==> src/rtl/pec_ram_pkg.sv <==
// Shared constants for the PEC weight/partial-sum RAM access path.
// Default geometry and grant encoding are also used by the RAM wrapper instantiation site.
package pec_ram_pkg;

  localparam int SRAM_DEPTH_BIT_DEF = 6;
  localparam int SRAM_WIDTH_DEF     = 28;

  // Grant encoding: one-hot so each ready is a single bit compare.
  localparam logic [1:0] GNT_NONE = 2'b00;
  localparam logic [1:0] GNT_WR   = 2'b01;
  localparam logic [1:0] GNT_RD   = 2'b10;

endpackage

==> src/rtl/pec_ram_rsp_fifo.sv <==
// Read-response buffer: DEPTH-entry synchronous FIFO with push/pop/occupancy.
// Output data comes straight from the storage registers, so it is stable while not popped.
module pec_ram_rsp_fifo #(
  parameter  int DEPTH = 2,
  parameter  int WIDTH = 28,
  localparam int PTR_W = (DEPTH > 1) ? $clog2(DEPTH) : 1,
  localparam int OCC_W = $clog2(DEPTH + 1)
) (
  input  logic             clk,
  input  logic             rst_n,
  input  logic             push,
  input  logic [WIDTH-1:0] push_data,
  input  logic             pop,
  output logic [WIDTH-1:0] pop_data,
  output logic             valid,
  output logic [OCC_W-1:0] occ
);

  logic [WIDTH-1:0] mem [DEPTH];
  logic [PTR_W-1:0] wr_ptr;
  logic [PTR_W-1:0] rd_ptr;

  function automatic logic [PTR_W-1:0] ptr_next(input logic [PTR_W-1:0] p);
    return (p == PTR_W'(DEPTH - 1)) ? '0 : p + 1'b1;
  endfunction

  // Storage write; contents are qualified by occupancy, so no reset is needed.
  // NOTE: data storage is deliberately not reset -- only control state must be known after reset.
  always_ff @(posedge clk) begin
    if (push) mem[wr_ptr] <= push_data;
  end

  // Pointer and occupancy tracking; simultaneous push and pop leaves occupancy unchanged.
  // NOTE: sequential state uses non-blocking assignments so all flops update from pre-edge values.
  always_ff @(posedge clk or negedge rst_n) begin
    if (!rst_n) begin
      wr_ptr <= '0;
      rd_ptr <= '0;
      occ    <= '0;
    end else begin
      if (push) wr_ptr <= ptr_next(wr_ptr);
      if (pop)  rd_ptr <= ptr_next(rd_ptr);
      case ({push, pop})
        2'b10:   occ <= occ + 1'b1;
        2'b01:   occ <= occ - 1'b1;
        default: occ <= occ;
      endcase
    end
  end

  assign pop_data = mem[rd_ptr];
  assign valid    = (occ != '0);

endmodule

==> src/rtl/pec_ram_access_ctrl.sv <==
// Initiator-side controller for the PEC RAM wrapper: serializes independent write and
// read-request channels onto the RAM so read_en and write_en are never both high, and
// returns read data in order through a bounded response buffer.
// Optional feature: define PEC_RAM_RR_ARB_EN for round-robin arbitration on collision;
// otherwise writes have fixed priority.
module pec_ram_access_ctrl
  import pec_ram_pkg::*;
#(
  parameter int SRAM_DEPTH_BIT = SRAM_DEPTH_BIT_DEF,
  parameter int SRAM_WIDTH     = SRAM_WIDTH_DEF,
  parameter int RSP_DEPTH      = 2
) (
  input  logic                      clk,
  input  logic                      rst_n,
  input  logic                      wr_valid,
  output logic                      wr_ready,
  input  logic [SRAM_DEPTH_BIT-1:0] wr_addr,
  input  logic [SRAM_WIDTH-1:0]     wr_data,
  input  logic                      rd_req_valid,
  output logic                      rd_req_ready,
  input  logic [SRAM_DEPTH_BIT-1:0] rd_addr,
  output logic                      rd_rsp_valid,
  input  logic                      rd_rsp_ready,
  output logic [SRAM_WIDTH-1:0]     rd_rsp_data,
  output logic [SRAM_DEPTH_BIT-1:0] ram_addr_w,
  output logic [SRAM_DEPTH_BIT-1:0] ram_addr_r,
  output logic                      ram_write_en,
  output logic                      ram_read_en,
  output logic [SRAM_WIDTH-1:0]     ram_data_in,
  input  logic [SRAM_WIDTH-1:0]     ram_data_out
);

  localparam int OCC_W = $clog2(RSP_DEPTH + 1);
  localparam int CNT_W = OCC_W + 1;

  logic             active;    // low during and until the first edge after reset
  logic             inflight;  // a read was issued last cycle; its data arrives now
  logic [OCC_W-1:0] occ;
  logic             pop;
  logic [CNT_W-1:0] pending;
  logic             can_rd;
  logic             rd_ok;
  logic [1:0]       gnt;

  // Holds the readies low until the first clock edge after reset release.
  always_ff @(posedge clk or negedge rst_n) begin
    if (!rst_n) active <= 1'b0;
    else        active <= 1'b1;
  end

  // Reads in flight plus buffered responses, net of this cycle's pop, must leave room.
  assign pop     = rd_rsp_valid & rd_rsp_ready;
  assign pending = CNT_W'(occ) + CNT_W'(inflight) - CNT_W'(pop);
  assign can_rd  = (pending < CNT_W'(RSP_DEPTH));
  assign rd_ok   = rd_req_valid & can_rd;

`ifdef PEC_RAM_RR_ARB_EN
  logic rr_ptr;  // 0: write wins the next collision, 1: read wins

  // Round-robin pointer flips after every granted collision so neither channel starves.
  always_ff @(posedge clk or negedge rst_n) begin
    if (!rst_n)                          rr_ptr <= 1'b0;
    else if (active && wr_valid && rd_ok) rr_ptr <= ~rr_ptr;
  end
`endif

  // Grant selection: at most one channel per cycle, only toward a requesting channel.
  // NOTE: every always_comb output gets a default first so no latch is inferred.
  always_comb begin
    gnt = GNT_NONE;
    if (active) begin
`ifdef PEC_RAM_RR_ARB_EN
      if (wr_valid && rd_ok) gnt = rr_ptr ? GNT_RD : GNT_WR;
      else if (wr_valid)     gnt = GNT_WR;
      else if (rd_ok)        gnt = GNT_RD;
`else
      if (wr_valid)   gnt = GNT_WR;
      else if (rd_ok) gnt = GNT_RD;
`endif
    end
  end

  assign wr_ready     = (gnt == GNT_WR);
  assign rd_req_ready = (gnt == GNT_RD);

  // RAM-side drive is combinational from the accepted request.
  assign ram_write_en = wr_ready;
  assign ram_addr_w   = wr_addr;
  assign ram_data_in  = wr_data;
  assign ram_read_en  = rd_req_ready;
  assign ram_addr_r   = rd_addr;

  // Marks that RAM read data will be valid on the next cycle; cleared by reset to drop it.
  always_ff @(posedge clk or negedge rst_n) begin
    if (!rst_n) inflight <= 1'b0;
    else        inflight <= rd_req_ready;
  end

  pec_ram_rsp_fifo #(
    .DEPTH (RSP_DEPTH),
    .WIDTH (SRAM_WIDTH)
  ) u_rsp_fifo (
    .clk       (clk),
    .rst_n     (rst_n),
    .push      (inflight),
    .push_data (ram_data_out),
    .pop       (pop),
    .pop_data  (rd_rsp_data),
    .valid     (rd_rsp_valid),
    .occ       (occ)
  );

endmodule

==> config.mk <==
export PLATFORM = sky130hd
export DESIGN_NAME = pec_ram_access_ctrl
export DESIGN_NICKNAME = d
export VERILOG_FILES = /design/src/rtl/pec_ram_pkg.sv /design/src/rtl/pec_ram_rsp_fifo.sv /design/src/rtl/pec_ram_access_ctrl.sv
export SDC_FILE = /design/constraint.sdc
export NUM_CORES = 1
export LEC_CHECK = 0
export CORE_UTILIZATION = 43
export CTS_BUF_LIST = sky130_fd_sc_hd__clkbuf_8
export DETAILED_ROUTE_END_ITERATION = 8
export PLACE_DENSITY = 0.87
export SYNTH_ARGS = -nofsm -noshare
export SYNTH_HDL_FRONTEND = slang
export SYNTH_SLANG_ARGS = --single-unit
==> constraint.sdc <==
create_clock -name clk -period 6.71 [get_ports clk]
set_clock_uncertainty 0.2 [all_clocks]
set_input_delay 1.342 -clock clk [delete_from_list [all_inputs] [get_ports clk]]
set_output_delay 1.342 -clock clk [all_outputs]
set_load 0.02 [all_outputs]
== Word level (Yosys, flattened, before mapping) ==
Memory sizes are Yosys's and may differ from the RTL's.
Cells that the tools add are included.

* Memories: 1
* Output and inout port bits: 73
* Register bits: 6
* Bits in writable memories: 56

* Reductions and logical operators: 2
* Mux-type cells: 8
* Add/sub/neg operators: 6
* Eq/ne operators: 4
* Bitwise operators: 2
* Magnitude comparators: 1

{| class="wikitable"
|+ Memories
! memory !! depth !! bits a word !! read ports !! clocked after memory_dff !! wr ports !! line !! source
|-
| u_rsp_fifo.mem || 2 || 28 || 1 || 0 || 1 || pec_ram_rsp_fifo.sv:19 || <nowiki>logic [WIDTH-1:0] mem [DEPTH];</nowiki>
|}

{| class="wikitable"
|+ Operators by type and width
! kind !! count
|-
| $mux 2 || 3
|-
| $eq 2x1->1 const B || 2
|-
| $eq 2x2->1 const B || 2
|-
| $mux 1 || 4
|-
| $pmux 2 s2 || 1
|-
| $reduce_bool 2->1 || 2
|-
| $add 2x1->3 || 1
|-
| $lt 3x2->1 const B || 1
|-
| $sub 3x1->3 || 1
|-
| $add 1x1->1 const B || 2
|-
| $add 2x1->2 const B || 1
|-
| $and 1x1->1 || 2
|-
| $sub 2x1->2 const B || 1
|}

== Logic depth before layout (Yosys ltp) ==
Gate-level depths: netlist of the first run.

* Depth in word-level cells: 9
* Mapped depth: 7
* Gate-level depth less buffers: 6

== Hierarchy ==
A second synthesis of the first run with hierarchy kept.

* Cells, all modules: 156
* Area total of the unflattened synthesis: 2695.1 um^2

{| class="wikitable"
|+ By module, submodules not included
! module !! sequential area each (um^2) !! area each (um^2) !! cells each !! times used
|-
| pec_ram_rsp_fifo || 1781.7 || 2248.4 || 102 || 1
|-
| pec_ram_access_ctrl || 50.0 || 446.7 || 54 || 1
|}

== Worst setup path before layout of the first run ==
OpenSTA, ideal clock, no wires.

* Path kind: input to output
* Start point: in rd_rsp_ready
* End point: out rd_req_ready
* Required time: 5168 ps
* Path slack: 2361 ps
* Path buffers: 1
* Data arrival time: 2807 ps
* Stages on the path: 7
* Path through: nand2_2 -> mux2i_1 -> nand2_1 -> fa_1 -> nand4b_1 -> nor2_1 -> buf_4

* Longest elaborated chain between the ends: 8

{| class="wikitable"
|+ Ends and longest elaborated chain
! element !! line !! source
|-
| start: declaration || pec_ram_access_ctrl.sv:23 || <nowiki>input logic rd_rsp_ready,</nowiki>
|-
| $and 1x1->1 || pec_ram_access_ctrl.sv:52 || <nowiki>assign pop = rd_rsp_valid & rd_rsp_ready;</nowiki>
|-
| $sub 3x1->3 || pec_ram_access_ctrl.sv:53 || <nowiki>assign pending = CNT_W'(occ) + CNT_W'(inflight) - CNT_W'(pop);</nowiki>
|-
| $lt 3x2->1 || pec_ram_access_ctrl.sv:54 || <nowiki>assign can_rd = (pending < CNT_W'(RSP_DEPTH));</nowiki>
|-
| $and 1x1->1 || pec_ram_access_ctrl.sv:55 || <nowiki>assign rd_ok = rd_req_valid & can_rd;</nowiki>
|-
| $mux 2 || pec_ram_access_ctrl.sv:78 || <nowiki>else if (rd_ok) gnt = GNT_RD;</nowiki>
|-
| $mux 2 || pec_ram_access_ctrl.sv:77 || <nowiki>if (wr_valid) gnt = GNT_WR;</nowiki>
|-
| $mux 2 || pec_ram_access_ctrl.sv:71 || <nowiki>if (active) begin</nowiki>
|-
| $eq 2x2->1 || pec_ram_access_ctrl.sv:84 || <nowiki>assign rd_req_ready = (gnt == GNT_RD);</nowiki>
|-
| end: declaration || pec_ram_access_ctrl.sv:20 || <nowiki>output logic rd_req_ready,</nowiki>
|}

No other way between the ends.

== Worst setup path after layout of the first run ==
* Start point: in rd_rsp_ready
* End point: out ram_read_en

* Longest elaborated chain between the ends: 8

{| class="wikitable"
|+ Ends and longest elaborated chain
! element !! line !! source
|-
| $and 1x1->1 || pec_ram_access_ctrl.sv:52 ||
|-
| $sub 3x1->3 || pec_ram_access_ctrl.sv:53 ||
|-
| $lt 3x2->1 || pec_ram_access_ctrl.sv:54 ||
|-
| $and 1x1->1 || pec_ram_access_ctrl.sv:55 ||
|-
| $mux 2 || pec_ram_access_ctrl.sv:78 ||
|-
| $mux 2 || pec_ram_access_ctrl.sv:77 ||
|-
| $mux 2 || pec_ram_access_ctrl.sv:71 ||
|-
| $eq 2x2->1 || pec_ram_access_ctrl.sv:84 ||
|-
| end: declaration || pec_ram_access_ctrl.sv:28 || <nowiki>output logic ram_read_en,</nowiki>
|}

No other way between the ends.

==> qor.csv, run 1 <==
metric,value,unit
p_comb_frac,0.287,
endpoint_kind,primary output,
hold_path_end,u_rsp_fifo.wr_ptr,
die_x,81.2,µm
final.min_clock_period,5250,ps
cts-root-buf,clkbuf_8,
powerDensity,345,nW/µm²
cp_top_family,buffers and inverters,
io_pins,146,
swShare,0.264,
post-route-period-util,0.782,
synth-seq-cells,62,
min_path_type,reg -> reg,
grt_pass1_vias,1308,
min_from,u_rsp_fifo.wr_ptr,
clkPwrFrac,0.293,
num_rows,28,
startpoint_type,input pin,
sequentialPowerShare,0.420,
syn_nets,233,
switching_power,0.302,mW
internal_power,0.843,mW
drtAntennaViolNets,0,
yosysWarningCount,0,
rr_endpoint,inflight,
track_usage,0.127,
fillers,470,
reg2reg_setup_slack,4730,ps
antenna_found_initial,0,
grt_overflow,0,
clk_pin_slew,60,ps
seq_area,1830,µm²
ys_seq_area_frac,0.679,
holdWs,347,ps
setup_viol,0,
layout-drive-gt1-share,0.235,
vias,1284,
hold_depth,1,
netlist_area,2700,µm²
startpoint,rd_rsp_ready,
tightestPinTransition,809,ps
reg2reg_depth,6,
clock_latency,320,ps
slew_violations,0,
required,5170,ps
p_leak,1.19,nW
arrival,3700,ps
final_nets,265,
worst-path-max-fanout,5,
post-cts-setup-buffer-count,0,
setup_ws,1460,ps
grt_start_max_net_pins,29,
postSynthAreaPerCell,17.0,µm²
firstDrtPassIters,4,
cts_tree,done,
wl_per_cell,14.5,µm
multi_input_area,514,µm²
r2r-start,u_rsp_fifo.occ[1],
clock-sinks,62,
dieArea,6590,µm²
max_freq,191,MHz
cts_buffer_depth,2,
start_util,0.450,
die_h,81.2,µm
cp_common_cell,clkdlybuf4s50_1,
tns,0,ps
path_depth,8,
path_cells,clkdlybuf4s50_1 > nand2_2 > mux2i_1 > nand2_1 > fa_1 > nand4b_1 > nor2_1 > clkdlybuf4s50_1,
antennaDiodeCount,0,
post-dp-hpwl,2710,µm
place.gp.congestion,0.648,
synth_cells,159,
drc,0,
viasPerCell,4.74,
cp_num_buf_inv,2,
cpPeakStageDelay,630,ps
cp_slowest_cell,clkdlybuf4s50_1,
worstSetupPathType,in -> out,
ir_worst_vdd,0.195,mV
status,"finished, final reports clean",
numCtsBuffers,9,
drtIter0Drc,41,
total_power,1.14,mW
postCtsHoldBufs,0,
dp_slack,1450,ps
cap_viol_max_count,0,
core,5990,µm²
slew_headroom,0.459,
yosysUniqueCellTypes,25,
design_area,3310,µm²
fin_util,0.553,
wl,3940,µm
syn2layout_area_growth,22.9,%
grt_pass1_wl,5980,µm
htree_levels,3,
finalNonFillerCells,271,
cts_resized,0,
placedInstanceArea,3110,µm²
io_buffers,65,
place_inst,255,
hold_viol,0,
rsz0062_at_grt,false,
power by group through the flow:
stage / combinational, mW / clock (mW) / sequential (mW)
6_report: 0.329 / 0.335 / 0.481
5_1_grt: 0.351 / 0.358 / 0.484
2_1_floorplan: 0.261 / 0 / 0.467
3_3_place_gp: 0.332 / 0 / 0.487
3_5_place_dp: 0.333 / 0 / 0.490
4_1_cts: 0.336 / 0.344 / 0.481
final cells by class:
class / count / share of cell area
Sequential cell: 62 / 0.553
Timing Repair Buffer: 67 / 0.201
Multi-Input combinational cell: 50 / 0.155
Clock buffer: 9 / 0.0374
Tap cell: 75 / 0.0283
Clock inverter: 7 / 0.0245
Inverter: 1 / 0.00113
layout by cell type (no fill, tap or decap):
| master | count |
|---|---|
| clkdlybuf4s50_1 | 65 |
| edfxtp_1 | 56 |
| mux2_2 | 18 |
| mux2_4 | 10 |
| clkbuf_8 | 9 |
| dfrtp_1 | 6 |
| xor2_1 | 3 |
| inv_1 | 3 |
| nor2_1 | 2 |
| nand2_1 | 2 |
| and2_1 | 2 |
| a21oi_1 | 2 |
| bufinv_16 | 2 |
| clkinv_2 | 2 |
| buf_4 | 2 |
| or2_2 | 1 |
| nand2_2 | 1 |
| mux2i_1 | 1 |
| nor2b_4 | 1 |
| nand4b_1 | 1 |
| xnor2_1 | 1 |
| nand2b_1 | 1 |
| and4_1 | 1 |
| nor3_1 | 1 |
| fa_1 | 1 |
| conb_1 | 1 |
| clkinv_1 | 1 |
sequential cells by signal, indices dropped and copies added (netlist names):
name,cells
inflight,1
u_rsp_fifo.occ,2
u_rsp_fifo.rd_ptr,1
u_rsp_fifo.wr_ptr,1
u_rsp_fifo.mem,56
active,1
per-layer routing:
layer  wire, µm  global-route usage  part of all wire  vias to the layer above
met5          0                   0                 0                        -
met2       2020               0.205              0.51                       58
met1       1530               0.141              0.39                      617
met3        288              0.0416             0.073                       13
li1           -                   -                 -                      596
met4        103              0.0929             0.026                        0
kinds of logic (layout without fill, tap and decap cells):
| logic type | Yosys count | count (layout) | synth area share |
|---|---|---|---|
| other cells | 1 | 1 | 0.00139 |
| buf+inv | 47 | 84 | 0.133 |
| flops | 62 | 62 | 0.679 |
| mux | 29 | 29 | 0.135 |
| xor+xnor | 4 | 4 | 0.0130 |
| fa+ha+maj | 1 | 1 | 0.00742 |
| compound gates | 2 | 2 | 0.00371 |
| simple gates | 13 | 13 | 0.0278 |
worst reg2reg max path, stage by stage, from the launching register on:
cell and delay [ps]:
dfrtp_1 500, nand2_2 90, mux2i_1 220, nand2_1 110
fa_1 500, nand4b_1 90, nor2_1 180
cells in the mapped netlist:
cell type / count / area, µm²
nor2_1: 2 / 7.51
and2_1: 2 / 12.5
nand2b_1: 1 / 6.26
nand2_2: 1 / 6.26
buf_8: 1 / 15.0
buf_6: 1 / 11.3
or2_2: 1 / 6.26
nand4b_1: 1 / 8.76
mux2_4: 10 / 150
mux2i_1: 1 / 10.0
nor2b_1: 1 / 6.26
edfxtp_1: 56 / 1680
xnor2_1: 1 / 8.76
fa_1: 1 / 20.0
nand2_1: 2 / 7.51
dfrtp_1: 6 / 150
inv_1: 1 / 3.75
conb_1: 1 / 3.75
xor2_1: 3 / 26.3
buf_4: 43 / 323
buf_2: 1 / 5.00
nor3_1: 1 / 5.00
and4_1: 1 / 8.76
a21oi_1: 2 / 10.0
mux2_2: 18 / 203
worst max path at each step:
| stage | to | slack, ps |
|---|---|---|
| global route | rd_req_ready | 1280 |
| finish | ram_read_en | 1460 |
| detailed placement | ram_read_en | 1450 |
| CTS | ram_read_en | 1440 |
| global placement | ram_read_en | 1550 |
| floorplan | rd_req_ready | 2360 |
No activity file was read; power rests on OpenSTA's default activity.
==> run 2: changes to the inputs <==
CORE_UTILIZATION = 36   (was 43)
PLACE_DENSITY = 0.78   (was 0.87)
clock period = 4.5 ns   (was 6.71 ns; I/O delays follow)
==> qor.csv, run 2 (synthesis results as in run 1) <==
metric,value,unit,change
wl,4060,µm,was 3940 µm
antenna_found_initial,0,,unchanged
hold_viol,0,,unchanged
wl_per_cell,13.8,µm,was 14.5 µm
die_h,88.5,µm,was 81.2 µm
cp_top_family,buffers and inverters,,unchanged
max_freq,252,MHz,
vias,1269,,was 1284
num_rows,31,,was 28
cts_buffer_depth,2,,unchanged
placedInstanceArea,3140,µm²,was 3110 µm²
r2r-start,inflight,,was u_rsp_fifo.occ[1]
grt_overflow,0,,unchanged
io_pins,146,,unchanged
slew_headroom,0.430,,was 0.459
place_inst,279,,was 255
slew_violations,0,,unchanged
grt_start_max_net_pins,29,,unchanged
tightestPinTransition,853,ps,was 809 ps
cpPeakStageDelay,570,ps,was 630 ps
path_cells,clkdlybuf4s50_1 > nand2_2 > mux2i_1 > nand2_1 > fa_1 > nand4b_1 > nor2_1 > dlymetal6s2s_1,,was clkdlybuf4s50_1 > nand2_2 > mux2i_1 > nand2_1 > fa_1 > nand4b_1 > nor2_1 > clkdlybuf4s50_1
final_nets,265,,unchanged
finalNonFillerCells,295,,was 271
cap_viol_max_count,0,,unchanged
grtUsageMet1,0.123,,was 0.141
clock_latency,320,ps,about the same
total_power,1.65,mW,was 1.14 mW
status,"finished, final reports clean",,unchanged
holdWs,344,ps,was 347 ps
dieArea,7840,µm²,was 6590 µm²
fin_util,0.459,,was 0.553
io_buffers,65,,unchanged
largest_reg_flops,56,,unchanged
grt.busiest_layer,met2,,unchanged
use_met2,0.186,,was 0.205
die_x,88.5,µm,was 81.2 µm
startpoint_type,input pin,,unchanged
post-dp-hpwl,2720,µm,was 2710 µm
grt_util_met3,0.0550,,was 0.0416
endpoint_kind,primary output,,unchanged
drc,0,,unchanged
core,7250,µm²,was 5990 µm²
grt_pass1_wl,6340,µm,was 5980 µm
powerDensity,497,nW/µm²,was 345 nW/µm²
viasPerCell,4.30,,was 4.74
dp_slack,139,ps,was 1450 ps
cts_tree,done,,unchanged
min_from,u_rsp_fifo.wr_ptr,,unchanged
worstSetupPathType,in -> out,,unchanged
final.min_clock_period,3960,ps,
drtAntennaViolNets,0,,unchanged
cp_slowest_cell,clkdlybuf4s50_1,,unchanged
drtIter0Drc,34,,was 41
antennaDiodeCount,0,,unchanged
start_util,0.372,,was 0.450
regMostFlops,u_rsp_fifo.mem,,unchanged
setup_ws,539,ps,was 1460 ps
ir_worst_vdd,0.287,mV,was 0.195 mV
setup_viol,0,,unchanged
track_usage,0.114,,was 0.127
numCtsBuffers,9,,unchanged
clk_pin_slew,70,ps,was 60 ps
htree_levels,3,,unchanged
layout-drive-gt1-share,0.230,,was 0.235
startpoint,rd_rsp_ready,,unchanged
place.gp.congestion,0.704,,was 0.648
worst-path-max-fanout,5,,unchanged
rsz0062_at_grt,false,,unchanged
required,3400,ps,was 5170 ps
firstDrtPassIters,4,,unchanged
cp_num_buf_inv,2,,unchanged
grt_pass1_vias,1319,,was 1308
p_leak,1.21,nW,was 1.19 nW
final_cell_mix,"clkdlybuf4s50_1, edfxtp_1, mux2_2",,unchanged
cts-root-buf,clkbuf_8,,unchanged
design_area,3330,µm²,was 3310 µm²
final_common_cell,clkdlybuf4s50_1,,unchanged
reg_top3,"u_rsp_fifo.mem (56), u_rsp_fifo.occ (2)",,unchanged
postCtsHoldBufs,0,,unchanged
clock-sinks,62,,unchanged
arrival,2860,ps,was 3700 ps
post-route-period-util,0.880,,
min_path_type,reg -> reg,,unchanged
tns,0,ps,unchanged
syn2layout_area_growth,23.3,%,was 22.9%
==> run 2: layout make-up <==
cell class	instances	area, µm²
Fill cell	630	3930
Sequential cell	62	1830
Timing Repair Buffer	67	671
Multi-Input combinational cell	50	514
Clock buffer	9	124
Tap cell	99	124
Clock inverter	7	57.6
Inverter	1	3.75
==> run 2: final timing paths <==
| check | end | slack [ps] | cells past startpoint |
|---|---|---|---|
| setup / recovery | ram_read_en | 540 | 8 |
| hold / removal | u_rsp_fifo.wr_ptr | 340 | 1 |
| setup reg to reg | u_rsp_fifo.mem[1][9] | 2540 | 2 |
| hold reg to reg | u_rsp_fifo.wr_ptr | 340 | 1 |
| max in group asynchronous | u_rsp_fifo.occ[0] | 3270 | 1 |
| min in group asynchronous | u_rsp_fifo.occ[1] | 610 | 1 |
==> run 2: layer usage <==
layer / part of all wire / up-vias / routed length (µm)
li1: - / 593 / -
met5: 0 / - / 0
met1: 0.40 / 612 / 1620
met4: 0.012 / 0 / 47
met3: 0.068 / 12 / 275
met2: 0.52 / 52 / 2120
==> run 2: what timing repair did <==
action / 4_1_cts / 5_1_grt
endpoints found under the setup margin: 0 / 2
gates resized for setup: 0 / 2
buffers inserted: 0 / 0
==> run 2: power breakdown <==
group,leakage [nW],total (mW),switching [mW],internal (mW)
combinational,0.526,0.490,0.210,0.281
clock,0.0967,0.446,0.199,0.247
sequential,0.584,0.716,0.0445,0.672
